[src/rtl/reset_seq_pkg.sv]
// reset_seq_pkg
//   Shared types and sizing helpers for the reset_sequencer block.
//   - seq_state_t : sequencer FSM states (ASSERT, RELEASE, RUN)
//   - cnt_width() : width of the stretch/gap counter
//   - idx_width() : width of the channel release index
package reset_seq_pkg;

    typedef enum logic [1:0] {
        ASSERT,
        RELEASE,
        RUN
    } seq_state_t;

    // Counter must hold max(stretch, gap) without wrapping.
    function automatic int unsigned cnt_width(input int unsigned stretch_cycles,
                                              input int unsigned stage_gap);
        int unsigned max_val;
        max_val = (stretch_cycles > stage_gap) ? stretch_cycles : stage_gap;
        return $clog2(max_val + 1);
    endfunction

    function automatic int unsigned idx_width(input int unsigned num_channels);
        return $clog2(num_channels + 1);
    endfunction

endpackage

[src/rtl/rst_sync_chain.sv]
// rst_sync_chain
//   Asynchronous-assert / synchronous-deassert reset synchroniser.
//   Ports:
//     i_clk      in  domain clock
//     i_reset    in  asynchronous active-low reset source
//     o_rst_sync out active-high synchronised reset, deasserts SYNC_STAGES
//                    edges after i_reset rises
module rst_sync_chain #(
    parameter int unsigned SYNC_STAGES = 2
) (
    input  logic i_clk,
    input  logic i_reset,
    output logic o_rst_sync
);

    (* keep = "true" *) logic [SYNC_STAGES-1:0] sync_q;

    always_ff @(posedge i_clk or negedge i_reset) begin
        if (!i_reset) begin
            sync_q <= '0;
        end else begin
            sync_q <= {sync_q[SYNC_STAGES-2:0], 1'b1};
        end
    end

    assign o_rst_sync = ~sync_q[SYNC_STAGES-1];

endmodule

[src/rtl/reset_sequencer.sv]
// reset_sequencer
//   Synchronises an asynchronous active-low reset, stretches it to a minimum
//   width and releases NUM_CHANNELS reset outputs in order (bit 0 first),
//   spaced by STAGE_GAP cycles.
//   Ports:
//     i_clk      in   domain clock
//     i_reset    in   asynchronous active-low reset, asserts all outputs at once
//     i_soft_rst in   synchronous active-high soft-reset request
//     o_rst      out  sequenced resets, polarity set by OUT_ACTIVE_LOW
//     o_ready    out  high once every channel is released
//   Build option:
//     RESET_SEQ_SOFT_RST_EN  when defined, i_soft_rst restarts the sequence;
//                            otherwise the port is present but ignored.
module reset_sequencer
    import reset_seq_pkg::*;
#(
    parameter int unsigned SYNC_STAGES    = 2,
    parameter int unsigned NUM_CHANNELS   = 4,
    parameter int unsigned STRETCH_CYCLES = 16,
    parameter int unsigned STAGE_GAP      = 8,
    parameter int unsigned OUT_ACTIVE_LOW = 1
) (
    input  logic                    i_clk,
    input  logic                    i_reset,
    input  logic                    i_soft_rst,
    output logic [NUM_CHANNELS-1:0] o_rst,
    output logic                    o_ready
);

    localparam int unsigned CNT_W = cnt_width(STRETCH_CYCLES, STAGE_GAP);
    localparam int unsigned IDX_W = idx_width(NUM_CHANNELS);

    localparam logic [NUM_CHANNELS-1:0] ASSERTED_VAL = (OUT_ACTIVE_LOW != 0) ? '0 : '1;
    localparam logic [CNT_W-1:0] STRETCH_TC = CNT_W'(STRETCH_CYCLES - 1);
    localparam logic [CNT_W-1:0] GAP_TC     = CNT_W'(STAGE_GAP - 1);
    localparam logic [IDX_W-1:0] LAST_IDX   = IDX_W'(NUM_CHANNELS - 1);
    localparam logic [IDX_W-1:0] FIRST_IDX  = IDX_W'(1);

    logic                    rst_sync_raw;
    logic                    rst_sync_q;
    logic                    soft_accept;
    logic                    soft_hold;
    logic                    start;

    seq_state_t              state_q, state_d;
    logic [CNT_W-1:0]        cnt_q, cnt_d;
    logic [IDX_W-1:0]        idx_q, idx_d;
    logic [NUM_CHANNELS-1:0] o_rst_q;
    logic [NUM_CHANNELS-1:0] rel_q, rel_d;
    logic                    ready_q, ready_d;

    rst_sync_chain #(
        .SYNC_STAGES(SYNC_STAGES)
    ) u_rst_sync_chain (
        .i_clk     (i_clk),
        .i_reset   (i_reset),
        .o_rst_sync(rst_sync_raw)
    );

    // One extra flop so the last edge that sees the synchronised reset active
    // plays the same role as the last sampled soft-reset edge: channel 0 then
    // releases STRETCH_CYCLES edges later in both cases.
    always_ff @(posedge i_clk or negedge i_reset) begin
        if (!i_reset) begin
            rst_sync_q <= 1'b1;
        end else begin
            rst_sync_q <= rst_sync_raw;
        end
    end

`ifdef RESET_SEQ_SOFT_RST_EN
    assign soft_accept = i_soft_rst && (state_q != ASSERT);
    assign soft_hold   = i_soft_rst;
`else
    logic unused_soft_rst;
    assign unused_soft_rst = i_soft_rst;
    assign soft_accept     = 1'b0;
    assign soft_hold       = 1'b0;
`endif

    assign start = rst_sync_q | soft_hold;

    // Released-channel mask, 1 = released, independent of output polarity.
    assign rel_q = o_rst_q ^ ASSERTED_VAL;

    always_comb begin
        state_d = state_q;
        cnt_d   = cnt_q;
        idx_d   = idx_q;
        rel_d   = rel_q;
        ready_d = ready_q;

        case (state_q)
            ASSERT: begin
                rel_d   = '0;
                ready_d = 1'b0;
                idx_d   = FIRST_IDX;
                if (start) begin
                    cnt_d = '0;
                end else if (cnt_q == STRETCH_TC) begin
                    cnt_d    = '0;
                    rel_d[0] = 1'b1;
                    if (NUM_CHANNELS == 1) begin
                        state_d = RUN;
                        ready_d = 1'b1;
                    end else begin
                        state_d = RELEASE;
                    end
                end else begin
                    cnt_d = cnt_q + CNT_W'(1);
                end
            end

            RELEASE: begin
                if (cnt_q == GAP_TC) begin
                    cnt_d = '0;
                    idx_d = idx_q + IDX_W'(1);
                    for (int unsigned i = 0; i < NUM_CHANNELS; i++) begin
                        if (idx_q == IDX_W'(i)) begin
                            rel_d[i] = 1'b1;
                        end
                    end
                    if (idx_q == LAST_IDX) begin
                        state_d = RUN;
                        ready_d = 1'b1;
                    end
                end else begin
                    cnt_d = cnt_q + CNT_W'(1);
                end
            end

            RUN: begin
                cnt_d = '0;
            end

            default: begin
                state_d = ASSERT;
                cnt_d   = '0;
                idx_d   = FIRST_IDX;
                rel_d   = '0;
                ready_d = 1'b0;
            end
        endcase

        // An accepted soft reset overrides any terminal count on the same edge.
        if (soft_accept) begin
            state_d = ASSERT;
            cnt_d   = '0;
            idx_d   = FIRST_IDX;
            rel_d   = '0;
            ready_d = 1'b0;
        end
    end

    always_ff @(posedge i_clk or negedge i_reset) begin
        if (!i_reset) begin
            state_q <= ASSERT;
            cnt_q   <= '0;
            idx_q   <= FIRST_IDX;
            o_rst_q <= ASSERTED_VAL;
            ready_q <= 1'b0;
        end else begin
            state_q <= state_d;
            cnt_q   <= cnt_d;
            idx_q   <= idx_d;
            o_rst_q <= rel_d ^ ASSERTED_VAL;
            ready_q <= ready_d;
        end
    end

    assign o_rst   = o_rst_q;
    assign o_ready = ready_q;

endmodule

[config.mk]
export PLATFORM = sky130hd
export DESIGN_NAME = reset_sequencer
export DESIGN_NICKNAME = d
export VERILOG_FILES = /design/src/rtl/reset_seq_pkg.sv /design/src/rtl/rst_sync_chain.sv /design/src/rtl/reset_sequencer.sv
export SDC_FILE = /design/constraint.sdc
export NUM_CORES = 1
export LEC_CHECK = 0
export ABC_AREA = 1
export BUFFER_PORTS_ARGS = -buffer_cell sky130_fd_sc_hd__buf_4
export CAP_MARGIN = 10
export CORE_UTILIZATION = 60
export CTS_CLUSTER_DIAMETER = 40
export CTS_CLUSTER_SIZE = 40
export DETAILED_ROUTE_END_ITERATION = 6
export PLACE_DENSITY = 0.83
export SYNTH_ARGS = -nofsm -noshare
export SYNTH_HDL_FRONTEND = slang
export SYNTH_SLANG_ARGS = --single-unit
[constraint.sdc]
create_clock -name i_clk -period 2.7 [get_ports i_clk]
set_clock_uncertainty 0.2 [all_clocks]
set_input_delay 0.81 -clock i_clk [delete_from_list [all_inputs] [get_ports i_clk]]
set_output_delay 0.81 -clock i_clk [all_outputs]
set_load 0.05 [all_outputs]
==> reports/results.ini, run 1 <==
[status]
status=finished clean

[logic_synthesis]
syn_avg_cell_area_um2=8.87
synth_cells=100
yosysWarnings=0
seq_area_frac_synth_pct=48.2
ys_ff_latch=17
synth.distinct_cells=22
syn-num-nets=111
syn_area_um2=887

[clocking]
post-cts-setup-buffers=0
h-tree-depth=1
cts_hold_buf=0
cts_num_sinks=17
worstSkewPairLatency_ns=0.29
cts_buffer_depth=2
cts-root-buf=clkbuf_4
cts_buffers=3
cts.reportedPaths.clkPinSlew_ns=0.10
cts_tree=yes
ctsResizeCount=0

[pwr]
powerDensity_mw_per_mm2=428
total_leakage_power_nw=0.536
finalPower_mw=0.415
ir_drop_uv=276

[floorplanning]
die_h_um=40.5
die_area_mm2=0.00164
start_util_pct=66.5
core_mm2=0.00133
io_pins=8
fp.dieW_um=40.5
rows=13

[timing]
fin_crit_ns=1.91
finalMaxSlewViolations=0
fin_tns_setup_ns=0
rsz0062_at_grt=false
hold_violations=0
period_share_pct=70.6
fmax_ghz=0.525
setup_viol=0

[global_route]
antenna_found_initial=0
grt_pass1_wl_um=2290
grt_overflow=0
track_usage_pct=21.5
grt_pass1_vias=557
grt_max_degree=18

[layout]
final_util_pct=72.8
num_antenna_cells=0
drive_gt1_share_pct=17.4
syn_to_final_growth_pct=9.45
final_nets=121
num-fill-cells=111

[setup_path]
crit_fanout=3
worst-setup-path-type=register to primary output
startpoint_type=register
arrival_ns=0.90
end_kind=primary output
critPathMaxStageDelay_ns=0.41
cp_slowest_cell=dfrtp_1
worstPathCellList=buf_4
cp_top_family=flip-flops
worst-path-buf-inv=1
required_ns=1.69

[drt]
viasPerCell=5.23
drt.antenna.violating_nets=0
wl_um=1460
num_vias=648
drc=0
detail_route.iter0.violations=17
dr.pass1.iters=4
wl_per_cell_um=11.8

[worst_hold_path]
hold_class=primary input to async pin

[place]
hpwl_um=1120
portBuffers=6
gp_congestion=0.719

[run]
cap_violations=0

-- layout by cell type (no fill, tap or decap), types with 3 or more instances in the layout --
master and n:
clkbuf_4 3, inv_1 15, ha_1 8, o21ai_1 4, buf_4 6, dfrtp_1 15
nor2_1 9, nand4_1 4, nand2_1 22, nand3_1 7
-- Yosys cell counts (all sizes together) --
cell	number	area (µm²)
nand2	24	100
inv	17	63.8
dfrtp	15	375
nor2	10	53.8
ha	8	100
nand3	7	35.0
o21ai	6	33.8
nand4	4	25.0
dfstp	2	52.6
a21boi	1	11.3
a21oi	1	5.00
and2	1	6.26
buf	1	7.51
conb	1	3.75
nor3	1	5.00
xor2	1	8.76
-- layout make-up --
cell class	count	area [µm²]	area share, %
multi-input combinational	65	388	39.9
inverter	17	63.8	6.57
sequential	17	428	44.1
clock inverter	1	5.00	0.515
timing repair buffer	6	45.0	4.64
tap	15	18.8	1.93
clock buffer	3	22.5	2.32
-- worst reg2reg max path: stages, from the launching register on --
cell and delay (ns):
dfrtp_1 0.41, ha_1 0.22, nand2_1 0.08, nor2_1 0.06
ha_1 0.21, nand2_1 0.08, nand2_1 0.06, and2_1 0.15
-- metrics by stage --
stage	cell area, µm²	instances	setup slack [ns]	hold WS (ns)
2_1_floorplan	887	100	0.786	0.131
3_3_place_gp	943	120	1.13	0.136
3_5_place_dp	943	120	1.12	0.147
4_1_cts	971	124	0.795	0.161
5_1_grt	971	124	0.758	0.167
6_report	971	124	0.795	0.161
-- final timing paths --
check                                           startpoint    endpoint  slack, ns  cells past startpoint
worst max-delay path                              o_rst[3]    o_rst[3]       0.79                      1
max in group asynchronous                          i_reset    idx_q[0]       1.88                      1
worst min-delay path                               i_reset    o_rst[0]       0.16                      1
min in group i_clk              u_rst_sync_chain.sync_q[1]  rst_sync_q       0.16                      1
worst min register to register  u_rst_sync_chain.sync_q[1]  rst_sync_q       0.16                      1
worst max register to register                    cnt_q[0]  state_q[0]       1.15                      7
-- layer usage --
layer,global-route usage (%),wire [µm]
met1,27.6,717
met2,36.5,690
met3,6.67,56
met4,2.50,0
met5,0,0
-- registers in the layout, indices dropped and copies added (netlist names) --
register / cells
u_rst_sync_chain.sync_q: 2
state_q: 2
o_rst: 4
idx_q: 3
rst_sync_q: 1
cnt_q: 5
-- kinds of logic (layout without fill, tap and decap cells) --
family,after synthesis,after routing,share of synthesized area [%]
and+or+nand+nor,47,47,25.4
buffers and inverters,18,27,8.04
DFF,17,17,48.2
adders and majority gates,8,8,11.3
AOI/OAI and AO/OA,8,8,5.64
other,1,1,0.423
xor gates and xnor gates,1,1,0.987
-- power breakdown --
part | internal, mW | leakage, nW | switching [mW] | total [mW]
Clock | 0.0550 | 0.0177 | 0.0799 | 0.135
Combinational | 0.00526 | 0.294 | 0.0112 | 0.0164
Sequential | 0.261 | 0.223 | 0.00322 | 0.264
Power figures use the tool's default switching activity.
==> run 2: changes to the inputs <==
CORE_UTILIZATION = 50   (was 60)
PLACE_DENSITY = 0.75   (was 0.83)
clock period = 1.7 ns   (was 2.7 ns; I/O delays follow)
==> run 2 against run 1 <==
Compared with the run above:
- sequential share of layout area decreased by 1.3 points
- routed wire length decreased by 1.7%
- sequential cell count unchanged
- clock-buffer cell count unchanged
- worst hold slack got worse by 0.0044 ns
- power increased by 60%
- final area increased by 3.0%
- clock power increased by 60%
- global-route usage decreased by 2.9 points
- register-to-register slack got worse by 1.0 ns
==> reports/results.ini, run 2 (synthesis results as in run 1) <==
[setup_path]
worst-setup-path-type=register to primary output  ; unchanged
cp_top_family=flip-flops  ; unchanged
worst-path-buf-inv=1  ; unchanged
required_ns=0.99  ; was 1.69 ns
arrival_ns=0.90  ; about the same
crit_fanout=3  ; unchanged
worstPathCellList=buf_4  ; unchanged
critPathMaxStageDelay_ns=0.41  ; about the same
cp_slowest_cell=dfrtp_1  ; unchanged
end_kind=primary output  ; unchanged
startpoint_type=register  ; unchanged

[timing]
hold_violations=0  ; unchanged
fin_tns_setup_ns=0  ; unchanged
finalMaxSlewViolations=0  ; unchanged
fin_crit_ns=1.61
period_share_pct=94.6
fmax_ghz=0.622
setup_viol=0  ; unchanged
whs_ns=0.156  ; was 0.161 ns
rsz0062_at_grt=false  ; unchanged

[drt]
wl_per_cell_um=11.3  ; was 11.8 µm
drt.antenna.violating_nets=0  ; unchanged
num_vias=640  ; was 648
detail_route.iter0.violations=3  ; was 17
dr.pass1.iters=2  ; was 4
drc=0  ; unchanged
wl_um=1440  ; was 1460 µm
viasPerCell=5.04  ; was 5.23

[floorplanning]
die_h_um=44.1  ; was 40.5 µm
io_pins=8  ; unchanged
fp.dieW_um=44.1  ; was 40.5 µm
start_util_pct=56.3  ; was 66.5%
rows=14  ; was 13
die_area_mm2=0.00195  ; was 0.00164 mm²
core_mm2=0.00158  ; was 0.00133 mm²

[global_route]
grt_overflow=0  ; unchanged
antenna_found_initial=0  ; unchanged
grt_max_degree=18  ; unchanged
grt_pass1_vias=620  ; was 557
grt_pass1_wl_um=2600  ; was 2290 µm
track_usage_pct=18.6  ; was 21.5%

[clocking]
worstSkewPairLatency_ns=0.29  ; about the same
cts_tree=yes  ; unchanged
cts_num_sinks=17  ; unchanged
cts_buffers=3  ; unchanged
cts-root-buf=clkbuf_4  ; unchanged
cts.reportedPaths.clkPinSlew_ns=0.10  ; about the same
cts_buffer_depth=2  ; unchanged
h-tree-depth=1  ; unchanged

[layout]
drive_gt1_share_pct=21.6  ; was 17.4%
largest-register=cnt_q  ; unchanged
final_cell_mix=nand2_1, inv_1, dfrtp_1  ; unchanged
num_antenna_cells=0  ; unchanged
largest_register_ffs=5  ; unchanged
num-fill-cells=135  ; was 111
final_common_cell=nand2_1  ; unchanged
syn_to_final_growth_pct=12.7  ; was 9.45%
final_nets=123  ; was 121

[pwr]
powerDensity_mw_per_mm2=665  ; was 428 mW/mm²
total_leakage_power_nw=0.541  ; was 0.536 nW
ir_drop_uv=423  ; was 276 µV

[status]
status=finished clean  ; unchanged

[place]
gp_congestion=0.797  ; was 0.719
portBuffers=6  ; unchanged
hpwl_um=1060  ; was 1120 µm

[run]
cap_violations=0  ; unchanged

[worst_hold_path]
hold_class=register to register  ; was primary input to async pin

## run 2: changes by cell type in the layout (fill, tap and decap cells not counted), sizes merged
cell,previous run,this run
buf,6,7
dlygate4sd3,0,1
## run 2: report_power, final
part / leakage, nW / internal (mW) / switching [mW]
clock network: 0.0177 / 0.0877 / 0.129
registers: 0.223 / 0.414 / 0.00505
logic: 0.300 / 0.0104 / 0.0184
## run 2: final cells by class
class | count | area, µm² | share of cell area, %
clock inverters | 1 | 5.00 | 0.501
flip-flops and latches | 17 | 428 | 42.8
repair buffers | 8 | 62.6 | 6.26
clock buffers | 3 | 22.5 | 2.25
well taps | 16 | 20.0 | 2.00
multi-input cells | 65 | 398 | 39.8
inverters | 17 | 63.8 | 6.38
## run 2: worst register-to-register path, delay by kind of cell, from the launching register on
kind	cells	cell delay, ns
buffers and inverters	2	0.15
adder cells (fa/ha/maj)	2	0.35
flip-flops	1	0.38
AO/OA/AOI/OAI	1	0.08
AND/OR/NAND/NOR	3	0.28
## run 2: timing repair
action,in CTS,in global routing
endpoints found under the setup margin,0,2
resized for setup,0,4
hold buffers,1,0
endpoints found under the hold margin,15,0
buffers inserted,0,1
## run 2: final timing paths
| check | endpoint | cells after the start | start | slack (ns) |
|---|---|---|---|---|
| worst max-delay path | o_rst[3] | 1 | o_rst[3] | 0.09 |
| worst min-delay path | u_rst_sync_chain.sync_q[1] | 0 | u_rst_sync_chain.sync_q[0] | 0.16 |
| worst max register to register | cnt_q[4] | 8 | cnt_q[0] | 0.15 |
| worst min register to register | u_rst_sync_chain.sync_q[1] | 0 | u_rst_sync_chain.sync_q[0] | 0.16 |
| max in group asynchronous | rst_sync_q | 2 | i_reset | 0.64 |
| min in group asynchronous | cnt_q[4] | 2 | i_reset | 0.40 |
## run 2: layer usage
metal	GRT usage, %	up-vias	share of wire, %
li1	-	333	-
met1	24.5	295	49
met2	28.5	7	45
met3	3.67	5	2.7
met4	10.9	0	3.1
met5	0	-	0
## run 2: metrics by stage
stage	power, mW	cells	setup slack, ns	utilization, %	area (µm²)
final	0.665	127	0.0916	63.4	1000
after global routing	0.693	127	0.00404	63.4	1000
after CTS	0.677	126	0.0796	62.3	982
after detailed placement	0.455	121	0.130	59.9	945
after global placement	0.453	121	0.172	59.9	945
after floorplan	0.440	100	0.0864	-	887
